`src/rtl/gpio_pkg.sv`:
```
// Shared constants for the GPIO register block: default width and the byte-address map.
package gpio_pkg;

  localparam int GPIO_W_DEFAULT = 32;

  localparam logic [7:0] ADDR_IN    = 8'h00;
  localparam logic [7:0] ADDR_OUT   = 8'h04;
  localparam logic [7:0] ADDR_OE    = 8'h08;
  localparam logic [7:0] ADDR_INTE  = 8'h0C;
  localparam logic [7:0] ADDR_PTRIG = 8'h10;
  localparam logic [7:0] ADDR_AUX   = 8'h14;
  localparam logic [7:0] ADDR_INTS  = 8'h18;
  localparam logic [7:0] ADDR_ECLK  = 8'h1C;
  localparam logic [7:0] ADDR_NEC   = 8'h20;

endpackage

```
`src/rtl/gpio_sync.sv`:
```
// Parameterized-width two-flop synchronizer with asynchronous active-high reset.
module gpio_sync #(
  parameter int W = 1
) (
  input  logic         clk_i,
  input  logic         rst_i,
  input  logic [W-1:0] d_i,
  output logic [W-1:0] q_o
);

  logic [W-1:0] meta_q;
  logic [W-1:0] sync_q;

  always_ff @(posedge clk_i or posedge rst_i) begin
    if (rst_i) begin
      meta_q <= '0;
      sync_q <= '0;
    end else begin
      meta_q <= d_i;
      sync_q <= meta_q;
    end
  end

  assign q_o = sync_q;

endmodule

```
`src/rtl/gpio_register.sv`:
```
// GPIO register block: pad I/O, aux muxing, sampled inputs with optional external strobe,
// and sticky edge-triggered interrupts.
module gpio_register
  import gpio_pkg::*;
#(
  parameter int GPIO_W = GPIO_W_DEFAULT
) (
  input  logic              sys_clk,
  input  logic              sys_rst,
  input  logic              gpio_we,
  input  logic [GPIO_W-1:0] gpio_addr,
  input  logic [GPIO_W-1:0] gpio_dat_i,
  input  logic [GPIO_W-1:0] aux_i,
  input  logic [GPIO_W-1:0] in_pad_i,
  input  logic              gpio_eclk,
  output logic              gpio_inta_o,
  output logic [GPIO_W-1:0] gpio_dat_o,
  output logic [GPIO_W-1:0] out_pad_o,
  output logic [GPIO_W-1:0] oen_padoe_o
);

  // Bus protocol: no handshake. gpio_we is a single-cycle write strobe sampled at the
  // rising edge together with gpio_addr/gpio_dat_i; reads are a zero-latency mux.
  logic [7:0]        addr8;
  logic              unused_addr_bits;
  logic [GPIO_W-1:0] pad_sync;
  logic              eclk_sync;
  logic              eclk_d1_q;
  logic              eclk_rise;
  logic              eclk_fall;

  logic [GPIO_W-1:0] in_q, in_d;
  logic [GPIO_W-1:0] out_q, oe_q, inte_q, ptrig_q, aux_q, eclk_q, nec_q;
  logic [GPIO_W-1:0] ints_q, ints_d;
  logic [GPIO_W-1:0] in_load;
  logic [GPIO_W-1:0] in_event;
  logic              wr_ints;

  assign addr8            = gpio_addr[7:0];
  assign unused_addr_bits = ^gpio_addr[GPIO_W-1:8];

  gpio_sync #(.W(GPIO_W)) u_pad_sync (
    .clk_i (sys_clk),
    .rst_i (sys_rst),
    .d_i   (in_pad_i),
    .q_o   (pad_sync)
  );

  gpio_sync #(.W(1)) u_eclk_sync (
    .clk_i (sys_clk),
    .rst_i (sys_rst),
    .d_i   (gpio_eclk),
    .q_o   (eclk_sync)
  );

  assign eclk_rise = eclk_sync & ~eclk_d1_q;
  assign eclk_fall = ~eclk_sync & eclk_d1_q;
  assign wr_ints   = gpio_we && (addr8 == ADDR_INTS);

  // A bit samples every cycle unless its ECLK bit selects the external strobe edge.
  always_comb begin
    in_load  = ~eclk_q | ({GPIO_W{eclk_rise}} & ~nec_q) | ({GPIO_W{eclk_fall}} & nec_q);
    in_d     = (in_load & pad_sync) | (~in_load & in_q);
    in_event = (in_d ^ in_q) & ~(in_d ^ ptrig_q);
    ints_d   = wr_ints ? (gpio_dat_i & ints_q) : ints_q;
    ints_d   = ints_d | (in_event & inte_q);
  end

  always_ff @(posedge sys_clk or posedge sys_rst) begin
    if (sys_rst) begin
      eclk_d1_q <= 1'b0;
      in_q      <= '0;
      ints_q    <= '0;
      out_q     <= '0;
      oe_q      <= '0;
      inte_q    <= '0;
      ptrig_q   <= '0;
      aux_q     <= '0;
      eclk_q    <= '0;
      nec_q     <= '0;
    end else begin
      eclk_d1_q <= eclk_sync;
      in_q      <= in_d;
      ints_q    <= ints_d;
      if (gpio_we) begin
        case (addr8)
          ADDR_OUT:   out_q   <= gpio_dat_i;
          ADDR_OE:    oe_q    <= gpio_dat_i;
          ADDR_INTE:  inte_q  <= gpio_dat_i;
          ADDR_PTRIG: ptrig_q <= gpio_dat_i;
          ADDR_AUX:   aux_q   <= gpio_dat_i;
          ADDR_ECLK:  eclk_q  <= gpio_dat_i;
          ADDR_NEC:   nec_q   <= gpio_dat_i;
          default:    ;
        endcase
      end
    end
  end

  always_comb begin
    gpio_dat_o = '0;
    case (addr8)
      ADDR_IN:    gpio_dat_o = in_q;
      ADDR_OUT:   gpio_dat_o = out_q;
      ADDR_OE:    gpio_dat_o = oe_q;
      ADDR_INTE:  gpio_dat_o = inte_q;
      ADDR_PTRIG: gpio_dat_o = ptrig_q;
      ADDR_AUX:   gpio_dat_o = aux_q;
      ADDR_INTS:  gpio_dat_o = ints_q;
      ADDR_ECLK:  gpio_dat_o = eclk_q;
      ADDR_NEC:   gpio_dat_o = nec_q;
      default:    gpio_dat_o = '0;
    endcase
  end

  assign out_pad_o   = (out_q & ~aux_q) | (aux_i & aux_q);
  assign oen_padoe_o = oe_q;
  assign gpio_inta_o = |ints_q;

endmodule

```
`config.mk`:
```
export PLATFORM = sky130hd
export DESIGN_NAME = gpio_register
export DESIGN_NICKNAME = d
export VERILOG_FILES = /design/src/rtl/gpio_pkg.sv /design/src/rtl/gpio_sync.sv /design/src/rtl/gpio_register.sv
export SDC_FILE = /design/constraint.sdc
export NUM_CORES = 1
export LEC_CHECK = 0
export BUFFER_PORTS_ARGS = -buffer_cell sky130_fd_sc_hd__buf_2
export CAP_MARGIN = 20
export CORE_ASPECT_RATIO = 2
export CORE_MARGIN = 5
export CORE_UTILIZATION = 51
export DETAILED_ROUTE_END_ITERATION = 16
export PLACE_DENSITY = 0.74
export REMOVE_ABC_BUFFERS = 1
export SLEW_MARGIN = 20
export SYNTH_ARGS = -nofsm -noshare
export SYNTH_HDL_FRONTEND = slang
export SYNTH_SLANG_ARGS = --single-unit
```
`constraint.sdc`:
```
create_clock -name sys_clk -period 29.5 [get_ports sys_clk]
set_clock_uncertainty 0.15 [all_clocks]
set_input_delay 4.425 -clock sys_clk [delete_from_list [all_inputs] [get_ports sys_clk]]
set_output_delay 4.425 -clock sys_clk [all_outputs]
set_load 0.01 [all_outputs]
```
==> results.json, run 1 <==
{
  "antenna_found_initial": 2,
  "ys_ff_latch": 355,
  "min_to": "u_pad_sync.q_o[8]",
  "comb_power_share": 0.082,
  "async_flop_share": 1.00,
  "synth_edf_count": 0,
  "drc": 0,
  "post-cts-setup-buffers": 0,
  "ys_types": 36,
  "io_buffers": 204,
  "peakVddDrop_uv": 53.8,
  "leakage_nw": 9.00,
  "avgSynthCellArea_um2": 13.8,
  "dr.pass1.iters": 5,
  "die_h_um": 260,
  "rows": 91,
  "clk_pin_slew_ns": 0.07,
  "initial_core_util": 0.516,
  "htreeDepth": 1,
  "endpoint_kind": "output port",
  "min-delay-path-class": "reg2reg",
  "die_x_um": 135,
  "crit_arrival_ns": 7.23,
  "cts_resized": 0,
  "rr_endpoint": "in_q[29]",
  "core_mm2": 0.0310,
  "ctsHoldBuffers": 0,
  "fin_cells": 1789,
  "die-area_mm2": 0.0352,
  "clockBufferDepth": 3,
  "drive_above_1_share": 0.459,
  "p_per_area_mw_per_mm2": 56.2,
  "io_pins": 229,
  "reg2reg_depth": 4,
  "final_nets": 1478,
  "outcome": "finished clean",
  "switching_power_mw": 0.241,
  "n_fill_cell": 2496,
  "reg2reg_from": "u_eclk_sync.q_o",
  "holdPathStages": 0,
  "cts-root-buf": "clkbuf_16",
  "grt_max_degree": 177,
  "fin_setup_tns_ns": 0,
  "fin_crit_ns": 11.81,
  "grt_pass1_vias": 11600,
  "max-slew-margin-rel": 0.250,
  "drtAntennaViolNets": 0,
  "grt_pass1_wl_mm": 65.6,
  "crit_type": "in2out",
  "wire_per_inst_um": 23.5,
  "overflow": 0,
  "layout_worst_path_cycle_share": 0.400,
  "synth-seq-area-share": 0.556,
  "swShare": 0.232,
  "numCtsBuffers": 31,
  "yosysWarnings": 0,
  "rsz0062_at_grt": "no",
  "synth_flop_cell": "dfrtp_1",
  "internal_power_mw": 0.797,
  "clk_latency_ns": 0.56,
  "grtUsageTotal": 0.240,
  "setup_viol": 0,
  "crit_fanout": 40,
  "syn-cell-area_mm2": 0.0160,
  "maxSlewViolCount": 0,
  "hold_viol_final": 0,
  "cts_tree": "built",
  "drt_iter0_markers": 695,
  "cp-start-kind": "input port",
  "synthToLayoutAreaGrowth_pct": 15.5,
  "max_clock_freq_mhz": 84.7,
  "dpl_cell_area_mm2": 0.0174,
  "cts_sinks": 355,
  "final_cell_mix": "dfrtp_1 (355), mux2_2 (289), buf_2 (202)",
  "seq_area_mm2": 0.00888,
  "design_area_mm2": 0.0185,
  "maxCapViolCount": 0,
  "fin_util": 0.596,
  "p_clk_frac": 0.407,
  "min_from": "u_pad_sync.meta_q[8]",
  "multi_input_area_mm2": 0.00685,
  "routed_wl_mm": 42.0,
  "viasPerCell": 6.02,
  "mostFrequentLayoutCell": "dfrtp_1",
  "ff2ff_setup_slack_ns": 27.34,
  "cp_data_required_time_ns": 24.93,
  "synthCells": 1156,
  "p_seq_frac": 0.511,
  "gp_congestion": 0.843,
  "worstMarginPinSlew_ns": 1.13,
  "num_vias": 10800,
  "dp_hpwl_mm": 27.1,
  "hold_slack_ns": 0.195,
  "dp.cells": 1731
}
[synth_stat cells (all sizes together) (2+ instances only)]
master	count	area, µm²
dfrtp	355	8880
mux2	291	3280
nand2	121	454
o21ai	99	495
mux4	61	1370
buf	39	199
nor2	34	128
nor3b	33	248
a22oi	32	240
o211a	32	320
clkbuf	21	81.3
nor4	9	71.3
nand4	4	25.0
a22o	3	26.3
a32oi	3	26.3
nand3	3	15.0
and2	2	12.5
nor2b	2	12.5
nor4b	2	23.8
[layout make-up]
type,count,area share
flip-flops and latches,355,0.481
multi-input cells,740,0.371
repair buffers,217,0.0617
clock buffers,45,0.0481
well taps,418,0.0283
clock inverters,11,0.00901
inverters,1,0.000610
diodes,2,0.000271
[flip-flops by register name (all words and copies together) (netlist names)]
signal / cells
aux_q: 32
oen_padoe_o: 32
ints_q: 32
u_eclk_sync.q_o: 1
out_q: 32
u_pad_sync.meta_q: 32
eclk_d1_q: 1
nec_q: 32
ptrig_q: 32
u_pad_sync.q_o: 32
inte_q: 32
u_eclk_sync.meta_q: 1
eclk_q: 32
in_q: 32
[how the worst max path moves through the flow]
stage | from | endpoint | slack, ns | depth (start not counted)
after CTS | gpio_addr[2] | gpio_dat_o[22] | 17.66 | 8
after detailed placement | gpio_addr[2] | gpio_dat_o[22] | 17.72 | 8
after global routing | gpio_addr[2] | gpio_dat_o[22] | 17.50 | 8
after floorplan | sys_rst | aux_q[0] | 15.08 | 1
after global placement | gpio_addr[4] | gpio_dat_o[21] | 17.63 | 7
final | gpio_addr[2] | gpio_dat_o[22] | 17.69 | 8
[stage by stage]
stage | total power, mW | setup WS [ns]
floorplan | 0.585 | 15.08
global placement | 0.621 | 17.63
detailed placement | 0.625 | 17.72
global route | 1.08 | 17.50
CTS | 1.05 | 17.66
finish | 1.04 | 17.69
[routing by layer]
metal	vias up	wire (µm)	track usage
met5	-	0	0
met4	0	2030	0.117
met3	102	1990	0.0262
met2	378	22400	0.426
met1	5620	15500	0.288
li1	4669	-	-
[worst max-delay path: stages]
cell and delay, ns:
buf_4 0.13, buf_4 0.67, buf_4 0.65, mux2_2 0.42, a22o_1 0.24, a22oi_1 0.17, o21ai_0 0.24, buf_2 0.21
[power by group through the flow]
stage	sequential [mW]	clock, mW	combinational, mW
3_5_place_dp	0.540	0	0.0856
4_1_cts	0.531	0.430	0.0861
3_3_place_gp	0.538	0	0.0831
2_1_floorplan	0.533	0	0.0515
5_1_grt	0.533	0.450	0.0930
6_report	0.531	0.423	0.0846
[cells by family after synthesis]
kind of cell	Yosys count	synth area share
DFF	355	0.556
buffers and inverters	61	0.0178
AOI/OAI and AO/OA	169	0.0693
muxes	352	0.291
and+or+nand+nor	219	0.0664
Power figures use the tool's default switching activity.
==> run 2, diff against run 1 <==
Settings changed: PLACE_DENSITY 0.74 to 0.77.
Clock period 29.5 ns to 9.8 ns, I/O delays scaled along.
==> results.json, run 2 (synthesis gave the netlist of run 1 again) <==
{
  "outcome": "finished clean",
  "endpoint_kind": "output port",
  "cts_resized": 0,
  "viasPerCell": 6.07,
  "leakage_nw": 9.03,
  "fin_setup_tns_ns": 0,
  "max_clock_freq_mhz": 179,
  "crit_type": "in2out",
  "crit_fanout": 45,
  "ctsHoldBuffers": 0,
  "cp-start-kind": "input port",
  "routed_wl_mm": 41.9,
  "peakVddDrop_uv": 178,
  "n_fill_cell": 2483,
  "multi_input_area_mm2": 0.00685,
  "core_mm2": 0.0310,
  "grt_pass1_wl_mm": 65.2,
  "wire_per_inst_um": 23.4,
  "antenna_found_initial": 1,
  "post-cts-setup-buffers": 0,
  "design_area_mm2": 0.0185,
  "crit_arrival_ns": 3.97,
  "synthToLayoutAreaGrowth_pct": 15.8,
  "drtAntennaViolNets": 0,
  "layout_worst_path_cycle_share": 0.570,
  "cp_data_required_time_ns": 8.18,
  "dp_hpwl_mm": 27.3,
  "drc": 0,
  "clockBufferDepth": 3,
  "maxCapViolCount": 0,
  "seq_area_mm2": 0.00888,
  "cts_sinks": 355,
  "cts-root-buf": "clkbuf_16",
  "io_buffers": 204,
  "crit_top_cell": "buf_4",
  "ff2ff_setup_slack_ns": 7.64,
  "final_cell_mix": "dfrtp_1 (355), mux2_2 (289), buf_2 (202)",
  "max-slew-margin-rel": 0.240,
  "hold_viol_final": 0,
  "grt_max_degree": 132,
  "clk_pin_slew_ns": 0.07,
  "maxSlewViolCount": 0,
  "die-area_mm2": 0.0352,
  "gp_congestion": 0.842,
  "max_stage_delay_ns": 0.71,
  "final_nets": 1482,
  "fin_crit_ns": 5.59,
  "drive_above_1_share": 0.464,
  "die_h_um": 260,
  "htreeDepth": 2,
  "io_pins": 229,
  "numCtsBuffers": 34,
  "rsz0062_at_grt": "no",
  "p_per_area_mw_per_mm2": 171,
  "num_vias": 10900,
  "setup_viol": 0,
  "initial_core_util": 0.516,
  "clk_latency_ns": 0.52,
  "critPathSlowestCell": "buf_4",
  "mostFrequentLayoutCell": "dfrtp_1",
  "worstMarginPinSlew_ns": 1.14,
  "cts_tree": "built",
  "overflow": 0,
  "rows": 91,
  "die_x_um": 135,
  "dpl_cell_area_mm2": 0.0174,
  "drt_iter0_markers": 780,
  "grt_pass1_vias": 11800,
  "min-delay-path-class": "reg2reg",
  "cp_cell_sequence": "buf_4 > buf_4 > mux4_2 > a22oi_1 > nand2_1 > buf_2",
  "grtUsageTotal": 0.239,
  "dr.pass1.iters": 5
}
==> run 2: cell type report <==
class	instances	area share
Clock buffer	45	0.0531
Antenna cell	1	0.000135
Inverter	1	0.000608
Tap cell	418	0.0283
Clock inverter	12	0.00649
Multi-Input combinational cell	740	0.370
Sequential cell	355	0.480
Timing Repair Buffer	218	0.0615
==> run 2: stage by stage <==
stage          std cells  total power [mW]  utilization  setup slack, ns  hold WS, ns
6_report            1790              3.17        0.598             4.21        0.191
5_1_grt             1790              3.28        0.598             4.01        0.192
4_1_cts             1789              3.20        0.597             4.19        0.196
3_5_place_dp        1732              1.88        0.562             4.19        0.185
3_3_place_gp        1732              1.87        0.562             4.24        0.182
2_1_floorplan       1096              1.76            -            -1.67        0.181
==> run 2: power breakdown <==
group | internal (mW) | switching [mW] | leakage (nW)
sequential | 1.54 | 0.0616 | 4.53
clock | 0.760 | 0.559 | 0.555
combinational | 0.129 | 0.126 | 3.95
total | 2.43 | 0.747 | 9.03
==> run 2: critical path: cells and delay by family <==
kind                   cells  cell delay [ns]
AO/OA/AOI/OAI              1             0.19
buffers and inverters      3             1.48
multiplexers               1             0.59
AND/OR/NAND/NOR            1             0.15
==> run 2: per-layer routing <==
layer / up-vias / track usage / routed length [µm]
met1: 5673 / 0.279 / 15000
met3: 123 / 0.0332 / 2000
li1: 4674 / - / -
met5: - / 0 / 0
met4: 0 / 0.118 / 2100
met2: 403 / 0.427 / 22800
==> run 2: final timing paths <==
check	cells after the start	from	end
hold / removal	0	u_pad_sync.meta_q[8]	u_pad_sync.q_o[8]
hold reg to reg	0	u_pad_sync.meta_q[8]	u_pad_sync.q_o[8]
setup reg to reg	4	u_eclk_sync.q_o	in_q[6]
min in group asynchronous	2	sys_rst	oen_padoe_o[11]
setup / recovery	6	gpio_addr[2]	gpio_dat_o[29]
max in group asynchronous	3	sys_rst	oen_padoe_o[16]
==> run 3, diff against run 2 <==
Clock period 9.8 ns to 5 ns, I/O delays scaled along.
==> results.json, run 3 (synthesis gave the netlist of run 1 again) <==
{
  "htreeDepth": 2,
  "drt_iter0_markers": 699,
  "fin_crit_ns": 3.86,
  "gr-usage-met1": 0.279,
  "seq_area_mm2": 0.00888,
  "critPathSlowestCell": "and2_2",
  "cts_sinks": 355,
  "dpl_cell_area_mm2": 0.0175,
  "crit_fanout": 24,
  "drtAntennaViolNets": 0,
  "clk_pin_slew_ns": 0.06,
  "dr.pass1.iters": 5,
  "final_nets": 1487,
  "crit_type": "in2out",
  "min-delay-path-class": "in2reg",
  "grt_pass1_vias": 11700,
  "synthToLayoutAreaGrowth_pct": 16.0,
  "max-slew-margin-rel": 0.274,
  "worstMarginPinSlew_ns": 1.09,
  "drive_above_1_share": 0.460,
  "ff2ff_setup_slack_ns": 2.81,
  "gp_congestion": 0.835,
  "design_area_mm2": 0.0186,
  "antenna_found_initial": 2,
  "cpLargestDelayFamily": "simple AND/OR/NAND/NOR gates",
  "initial_core_util": 0.516,
  "numCtsBuffers": 34,
  "cts-root-buf": "clkbuf_16",
  "holdPathStages": 1,
  "cp_data_required_time_ns": 4.10,
  "maxSlewViolCount": 0,
  "ctsHoldBuffers": 0,
  "io_pins": 229,
  "max_stage_delay_ns": 0.78,
  "p_per_area_mw_per_mm2": 330,
  "die_h_um": 260,
  "n_fill_cell": 2485,
  "reg2reg_depth": 4,
  "wire_per_inst_um": 23.4,
  "io_buffers": 204,
  "outcome": "finished clean",
  "multi_input_area_mm2": 0.00685,
  "routed_wl_mm": 42.0,
  "cp_num_buf_inv": 3,
  "layout_worst_path_cycle_share": 0.771,
  "clockBufferDepth": 3,
  "crit_arrival_ns": 2.96,
  "core_mm2": 0.0310,
  "dp_hpwl_mm": 27.7,
  "grtUsageTotal": 0.240,
  "viasPerCell": 6.04,
  "num_vias": 10900,
  "die_x_um": 135,
  "grt_util_met3": 0.0299,
  "mostFrequentLayoutCell": "dfrtp_1",
  "leakage_nw": 9.04,
  "max_clock_freq_mhz": 259,
  "endpoint_kind": "output port",
  "drc": 0,
  "peakVddDrop_uv": 290,
  "cts_resized": 0,
  "grt-busiest-layer": "met2",
  "cts_tree": "built",
  "hold_viol_final": 0,
  "crit_cells": 7,
  "clk_latency_ns": 0.52,
  "maxCapViolCount": 0,
  "grt_pass1_wl_mm": 65.4,
  "grt_max_degree": 144,
  "overflow": 0,
  "post-cts-setup-buffers": 0,
  "fin_util": 0.599,
  "cp-start-kind": "input port",
  "crit_top_cell": "buf_2",
  "cp_cell_sequence": "buf_2 > nor4_4 > and2_2 > buf_4 > a22oi_1 > nand2_1 > buf_2",
  "setup_viol": 0,
  "rows": 91,
  "fin_setup_tns_ns": 0,
  "rsz0062_at_grt": "no",
  "final_cell_mix": "dfrtp_1 (355), mux2_2 (289), buf_2 (202)",
  "grt_use_met2": 0.431,
  "die-area_mm2": 0.0352,
  "p_total_mw": 6.13
}
run 3: changes by cell type in the layout (fill, tap and decap cells not counted):
cell       change
buf_4          +3
bufinv_16      -2
and3b_4        +1
clkinv_8       +1
buf_12         +4
diode_2        +1
buf_6          -2
clkbuf_1       +8
clkbuf_8       +1
clkinv_2       -5
and3b_2        -1
inv_8          -2
run 3: cell type report:
type | count | area share
antenna | 2 | 0.000270
clock buffer | 54 | 0.0554
clock inverter | 4 | 0.00128
inverter | 1 | 0.000877
multi-input combinational | 740 | 0.369
sequential | 355 | 0.479
tap | 418 | 0.0282
timing repair buffer | 223 | 0.0657
run 3: worst paths after layout:
path / startpoint / to
setup / recovery: gpio_addr[4] / gpio_dat_o[20]
hold / removal: in_pad_i[5] / u_pad_sync.meta_q[5]
setup reg to reg: u_eclk_sync.q_o / in_q[24]
hold reg to reg: u_pad_sync.meta_q[9] / u_pad_sync.q_o[9]
max in group asynchronous: sys_rst / oen_padoe_o[19]
min in group asynchronous: sys_rst / u_pad_sync.meta_q[14]
run 3: stage by stage:
| stage | std cells | setup slack [ns] | hold slack (ns) |
|---|---|---|---|
| 6_report | 1797 | 1.14 | 0.183 |
| 3_5_place_dp | 1737 | 1.16 | 0.185 |
| 4_1_cts | 1795 | 1.15 | 0.159 |
| 3_3_place_gp | 1737 | 1.23 | 0.183 |
| 5_1_grt | 1797 | 1.07 | 0.161 |
| 2_1_floorplan | 1096 | -5.75 | 0.181 |
run 3: layer usage:
| layer | wire length, µm | vias to the layer above | share of wire |
|---|---|---|---|
| li1 | - | 4689 | - |
| met1 | 15400 | 5665 | 0.37 |
| met2 | 22600 | 391 | 0.54 |
| met3 | 1800 | 117 | 0.043 |
| met4 | 2140 | 0 | 0.051 |
| met5 | 0 | - | 0 |
run 3: where the power goes:
group	internal (mW)	switching, mW	leakage (nW)
registers	3.01	0.122	4.53
clock network	1.41	1.08	0.518
logic	0.257	0.247	3.99
